==> src/rtl/conv_stream_feeder.sv <==
// conv_stream_feeder
//   Buffers a 3x3 kernel and one image frame written over a valid/ready
//   config port. On start it replays them to the convolution engine as
//   gap-free streams: an optional engine reset, the kernel, the frame, and
//   then a few zero flush pixels.
//
// Ports
//   clk, reset_n          clock, async active-low reset
//   cfg_valid/cfg_ready   config handshake; cfg_sel 1 = kernel, 0 = pixel
//   cfg_data              coefficient or pixel value
//   cfg_clear             in IDLE, empty both buffers
//   start                 request one frame transmission
//   busy, done, start_err status (done/start_err are single-cycle pulses)
//   conv_reset            one-cycle engine reset ahead of a kernel resend
//   kernel_write_en/kernel_in, img_write_en/img_input   engine stream pins
//
// state   | meaning
// --------+-----------------------------------------------------------
// S_IDLE  | accepting config writes, waiting for start
// S_CRST  | conv_reset high for one cycle
// S_KSEND | streaming KN kernel coefficients
// S_ISEND | streaming FRAME pixels
// S_FLUSH | FLUSH_LEN zero pixels, write enable still high
// S_DONE  | done pulse, pixel buffer released
module conv_stream_feeder #(
  parameter int BITS        = 9,
  parameter int KERNEL_SIZE = 3,
  parameter int IMG_LENGTH  = 16,
  parameter int IMG_ROWS    = 16,
  parameter int FLUSH_LEN   = 2
) (
  input  logic            clk,
  input  logic            reset_n,
  input  logic            cfg_valid,
  input  logic            cfg_sel,
  input  logic [BITS-1:0] cfg_data,
  output logic            cfg_ready,
  input  logic            cfg_clear,
  input  logic            start,
  output logic            busy,
  output logic            done,
  output logic            start_err,
  output logic            conv_reset,
  output logic            kernel_write_en,
  output logic [BITS-1:0] kernel_in,
  output logic            img_write_en,
  output logic [BITS-1:0] img_input
);

  localparam int KN    = KERNEL_SIZE * KERNEL_SIZE;
  localparam int FRAME = IMG_LENGTH * IMG_ROWS;
  localparam int KC_W  = $clog2(KN + 1);
  localparam int PC_W  = $clog2(FRAME + 1);
  localparam int KA_W  = $clog2(KN);
  localparam int PA_W  = $clog2(FRAME);

  localparam logic [KC_W-1:0] K_FULL = KC_W'(KN);
  localparam logic [PC_W-1:0] P_FULL = PC_W'(FRAME);
  localparam logic [PC_W-1:0] K_LAST = PC_W'(KN - 1);
  localparam logic [PC_W-1:0] P_LAST = PC_W'(FRAME - 1);
  localparam logic [PC_W-1:0] F_LAST = PC_W'((FLUSH_LEN > 0) ? FLUSH_LEN - 1 : 0);

  typedef enum logic [2:0] {
    S_IDLE, S_CRST, S_KSEND, S_ISEND, S_FLUSH, S_DONE
  } state_t;

  state_t          state, state_nxt;
  logic [PC_W-1:0] idx, idx_nxt;
  logic [KC_W-1:0] kcnt;
  logic [PC_W-1:0] pcnt;
  logic            kdirty;
  logic            start_err_nxt;
  logic            kwe_nxt, iwe_nxt;
  logic [BITS-1:0] kin_nxt, iin_nxt;
  logic            wr_ok;

  logic [BITS-1:0] kbuf [KN];
  logic [BITS-1:0] pbuf [FRAME];

  // A full buffer deasserts ready, so a write can never overwrite.
  assign cfg_ready = (state == S_IDLE) && (cfg_sel ? (kcnt < K_FULL) : (pcnt < P_FULL));
  assign wr_ok     = cfg_valid && cfg_ready && !cfg_clear;

  always_ff @(posedge clk) begin
    if (wr_ok && cfg_sel)  kbuf[kcnt[KA_W-1:0]] <= cfg_data;
    if (wr_ok && !cfg_sel) pbuf[pcnt[PA_W-1:0]] <= cfg_data;
  end

  always_ff @(posedge clk or negedge reset_n) begin
    if (!reset_n) begin
      kcnt   <= '0;
      pcnt   <= '0;
      kdirty <= 1'b1;
    end else if (state == S_IDLE && cfg_clear) begin
      kcnt   <= '0;
      pcnt   <= '0;
      kdirty <= 1'b1;
    end else begin
      if (wr_ok && cfg_sel) begin
        kcnt   <= kcnt + 1'b1;
        kdirty <= 1'b1;
      end
      if (wr_ok && !cfg_sel) pcnt <= pcnt + 1'b1;
      // Kernel is retained across frames; only the pixels are released.
      if (state == S_DONE) begin
        pcnt   <= '0;
        kdirty <= 1'b0;
      end
    end
  end

  // Output values are derived from the next state so that every engine pin
  // comes straight from a flop yet lines up with the state it belongs to.
  always_comb begin
    state_nxt     = state;
    idx_nxt       = idx;
    start_err_nxt = 1'b0;
    kwe_nxt       = 1'b0;
    kin_nxt       = '0;
    iwe_nxt       = 1'b0;
    iin_nxt       = '0;
    unique case (state)
      S_IDLE: begin
        if (!cfg_clear && start) begin
          if (kcnt == K_FULL && pcnt == P_FULL) begin
            state_nxt = kdirty ? S_CRST : S_ISEND;
            idx_nxt   = '0;
          end else begin
            start_err_nxt = 1'b1;
          end
        end
      end
      S_CRST: begin
        state_nxt = S_KSEND;
        idx_nxt   = '0;
      end
      S_KSEND: begin
        if (idx == K_LAST) begin
          state_nxt = S_ISEND;
          idx_nxt   = '0;
        end else begin
          idx_nxt = idx + 1'b1;
        end
      end
      S_ISEND: begin
        if (idx == P_LAST) begin
          state_nxt = (FLUSH_LEN == 0) ? S_DONE : S_FLUSH;
          idx_nxt   = '0;
        end else begin
          idx_nxt = idx + 1'b1;
        end
      end
      S_FLUSH: begin
        if (idx == F_LAST) begin
          state_nxt = S_DONE;
          idx_nxt   = '0;
        end else begin
          idx_nxt = idx + 1'b1;
        end
      end
      S_DONE:  state_nxt = S_IDLE;
      default: state_nxt = S_IDLE;
    endcase

    if (state_nxt == S_KSEND) begin
      kwe_nxt = 1'b1;
      kin_nxt = kbuf[idx_nxt[KA_W-1:0]];
    end
    if (state_nxt == S_ISEND) begin
      iwe_nxt = 1'b1;
      iin_nxt = pbuf[idx_nxt[PA_W-1:0]];
    end
    if (state_nxt == S_FLUSH) iwe_nxt = 1'b1;
  end

  always_ff @(posedge clk or negedge reset_n) begin
    if (!reset_n) begin
      state           <= S_IDLE;
      idx             <= '0;
      busy            <= 1'b0;
      done            <= 1'b0;
      start_err       <= 1'b0;
      conv_reset      <= 1'b0;
      kernel_write_en <= 1'b0;
      kernel_in       <= '0;
      img_write_en    <= 1'b0;
      img_input       <= '0;
    end else begin
      state           <= state_nxt;
      idx             <= idx_nxt;
      busy            <= (state_nxt != S_IDLE);
      done            <= (state_nxt == S_DONE);
      start_err       <= start_err_nxt;
      conv_reset      <= (state_nxt == S_CRST);
      kernel_write_en <= kwe_nxt;
      kernel_in       <= kin_nxt;
      img_write_en    <= iwe_nxt;
      img_input       <= iin_nxt;
    end
  end

endmodule

==> config.mk <==
export PLATFORM = sky130hd
export DESIGN_NAME = conv_stream_feeder
export DESIGN_NICKNAME = d
export VERILOG_FILES = /design/src/rtl/conv_stream_feeder.sv
export SDC_FILE = /design/constraint.sdc
export NUM_CORES = 2
export LEC_CHECK = 0
export CELL_PAD_IN_SITES_DETAIL_PLACEMENT = 1
export CELL_PAD_IN_SITES_GLOBAL_PLACEMENT = 2
export CORE_MARGIN = 2
export CORE_UTILIZATION = 50
export DETAILED_ROUTE_END_ITERATION = 16
export PLACE_DENSITY = 0.87
export RECOVER_POWER = 100
export SLEW_MARGIN = 40
export SYNTH_ARGS = -nofsm -noshare
export SYNTH_HDL_FRONTEND = slang
export SYNTH_SLANG_ARGS = --single-unit
==> constraint.sdc <==
create_clock -name clk -period 13.9 [get_ports clk]
set_clock_uncertainty 0.15 [all_clocks]
set_input_delay 4.17 -clock clk [delete_from_list [all_inputs] [get_ports clk]]
set_output_delay 4.17 -clock clk [all_outputs]
set_load 0.1 [all_outputs]
==> run metrics <==
Int Power=11.65 mW; pre-CTS worst setup slack=3460 ps; row count=162; DRC Markers=0; number of distinct library cells after synthesis=81; final hold slack=410.7 ps; die height=446.5 um; worst-path maximum fanout=11; leading post-synthesis cells by cell area=edfxtp_1 73%, nand2_1 6.5%, nand3_1 3.8%, mux2i_1 3.2%, dfrtp_1 1.3%; die span in x=446.5 um; Root Buffer=clkbuf_16; ys async rst share=2.053%; Final min period=11390 ps; crit path cell chain=dlygate4sd3_1, nand2b_1, nor4_1, o21ai_0, a221oi_4, clkbuf_1, inv_1, nand2_1, buf_4, a211oi_1, nor4b_1, a31oi_1, nand4_1; Fmax achieved=87.83 MHz; Multi-input gate area=22950 um2; vias in the first global route=65140; Synth Register Bits=2435; Final Routed Wirelength=314100 um; startpoint types=input pin; Lkg Pwr=36.06 nW; max capacitance violation total=32; 1st-pass router iterations=6; final hold violations=0; Max-slew headroom=-223.0%; Port Buffers=39; DR iter-0 viols=8339; hold-fix buffers at CTS=0; Power Density=135.3 nW/um2; DIE AREA=199400 um2; Worst Tran Pin Value=4845 ps; CTS tree=yes; fill cell count=18620; Reg clk slew, reported paths=60 ps; CTS Buf Count=238; most common flop cell mapped by yosys=edfxtp_1; Clock Latency Late Sink=910 ps; Initial Util=50.26%; setup violators final=0; Synth top area share=73.15%; failing checks=capacitance limit, slew limit; worst path required time=14590 ps; H-tree Lvls=4; final setup margin=2515 ps; total congestion overflow=0; syn_nets=7150; CP peak stage delay=1290 ps; Sink Count=2435; crit share post-route=81.91%; first-pass GRT wire length=453800 um; GPL Wtd Cong=0.9228; P_sw=3.002 mW; Arr. time, crit path=12070 ps; gr usage total=31.25%; Peak supply drop=0.1365 mV; synthesized cell area=97910 um2; sequential share of power=55.1%; CP Class=in2reg; Setup TNS=0 ps; synthesis-to-layout area growth=10.55%; dpl hpwl=184900 um; register area share after synthesis=74.43%; final core utilization=55.57%; yosys warns=0; Synth area leader=edfxtp_1; DRT antenna net count=0; final std cells w/o fill=9871; vias per std cell=6.401; Logic pwr share=1.0%; slowest CP cell=nor4b_1; Vias=63190; core area=194800 um2; Max Root-Sink Buffers=3; RSZ-0062 raised after global routing=no; setup bufs post-CTS=0; final slew viol count=1855; Hold Crit Class=reg2reg; CP Capture Type=flip-flop; post_cts resized=0; status=finished with violations; cells after synthesis=7122; Clk pwr share=43.8%; layout net count=7070; I/O pins=40; share of post-route cells with drive strength above 1=7.569%; initial antenna violation count=26; Placed Cells incl. Taps=9413; sw frac=20.49%; mean area per synthesized cell=13.75 um2; Register Area=72870 um2; largest net degree at the start of global routing=178; Post-synth EDFFs=2385; WL/cell=31.82 um
## routing by layer
layer	wire, um	track usage, %
met3	30630	6.953
met5	157	0
met1	119400	41.26
met2	148500	49.29
met4	15400	14.95
## cells by family after synthesis
kind of cell               Yosys count  synth area share [%]
AOI/OAI and AO/OA                  715                 5.628
xor gates and xnor gates             8               0.07157
buffers and inverters              519                 2.396
DFF                               2435                 74.43
adders and majority gates           13                0.1661
and+or+nand+nor                   3092                 13.80
muxes                              340                 3.505
## per-stage QoR
step           area (um2)  total power, mW
6_report           108200            14.65
3_5_place_dp       101200            8.369
2_1_floorplan       97910            8.217
3_3_place_gp       100600            8.356
5_1_grt            108200            14.93
4_1_cts            108900            14.66
## worst paths after layout
path / from / to / slack (ps) / depth (start not counted)
max: cfg_clear / img_input[4] / 2510 / 13
min: kbuf[8][5] / kernel_in[5] / 410 / 2
max reg2reg: pcnt[0] / img_input[4] / 4680 / 15
min reg2reg: kbuf[8][5] / kernel_in[5] / 410 / 2
max in group asynchronous: reset_n / idx[0] / 7350 / 3
min in group asynchronous: reset_n / kernel_in[4] / 3340 / 2
## area by class of cell
type                       instances  share of cell area [%]
sequential                      2435                   67.33
multi-input combinational       4168                   21.21
clock buffer                     288                   5.771
tap                             2624                   3.033
clock inverter                   150                   1.311
timing repair buffer             168                   1.208
inverter                          31                  0.1283
antenna                            7                 0.01618
## power groups by stage
stage	clock network, mW	logic [mW]	registers [mW]
after floorplan	0	0.00395	8.21
after global placement	0	0.143	8.21
after detailed placement	0	0.156	8.21
after CTS	6.45	0.156	8.06
after global routing	6.70	0.159	8.07
final	6.42	0.153	8.07
## sequential cells by signal (all words and copies together), names as in the netlist, 3 cells and up
signal,flops
kcnt,4
pcnt,9
state,3
pbuf,2304
kernel_in,9
kbuf,81
idx,9
img_input,9
## layout by cell type (no fill, tap or decap), types with 63 or more instances in the layout
master,instances
a211oi_1,138
a21oi_1,63
a31oi_1,103
and3_1,137
clkbuf_1,104
clkbuf_16,240
edfxtp_1,2385
mux2i_1,317
nand2_1,1692
nand3_1,744
nand4_1,68
nor2_1,299
## cell usage after synthesis (8+ instances only)
master / count
ha_1: 13
a31o_2: 23
a221oi_1: 11
mux2i_1: 317
dfrtp_1: 49
nand4_1: 68
nand2_1: 1703
o22ai_1: 14
buf_1: 75
nor4b_1: 8
a222oi_1: 24
clkbuf_1: 200
o211ai_1: 25
nor2_1: 304
nor3_1: 21
and2_1: 15
buf_2: 171
o21ai_0: 30
inv_1: 27
a221o_1: 11
o211a_1: 30
and3_1: 137
a21oi_1: 64
a32oi_1: 49
nand3_1: 749
a31oi_1: 106
a211oi_1: 138
o221ai_1: 34
buf_4: 35
nor4_1: 25
a311oi_1: 55
nor2b_1: 9
a22oi_1: 10
or4_1: 9
a211o_1: 24
mux2_2: 23
edfxtp_1: 2385
and4b_1: 10
## critical path, delay by kind of cell
family / cells / cell delay, ps
simple gates: 5 / 3230
compound gates: 4 / 1660
buf+inv: 4 / 2950
Power figures use the tool's default switching activity.
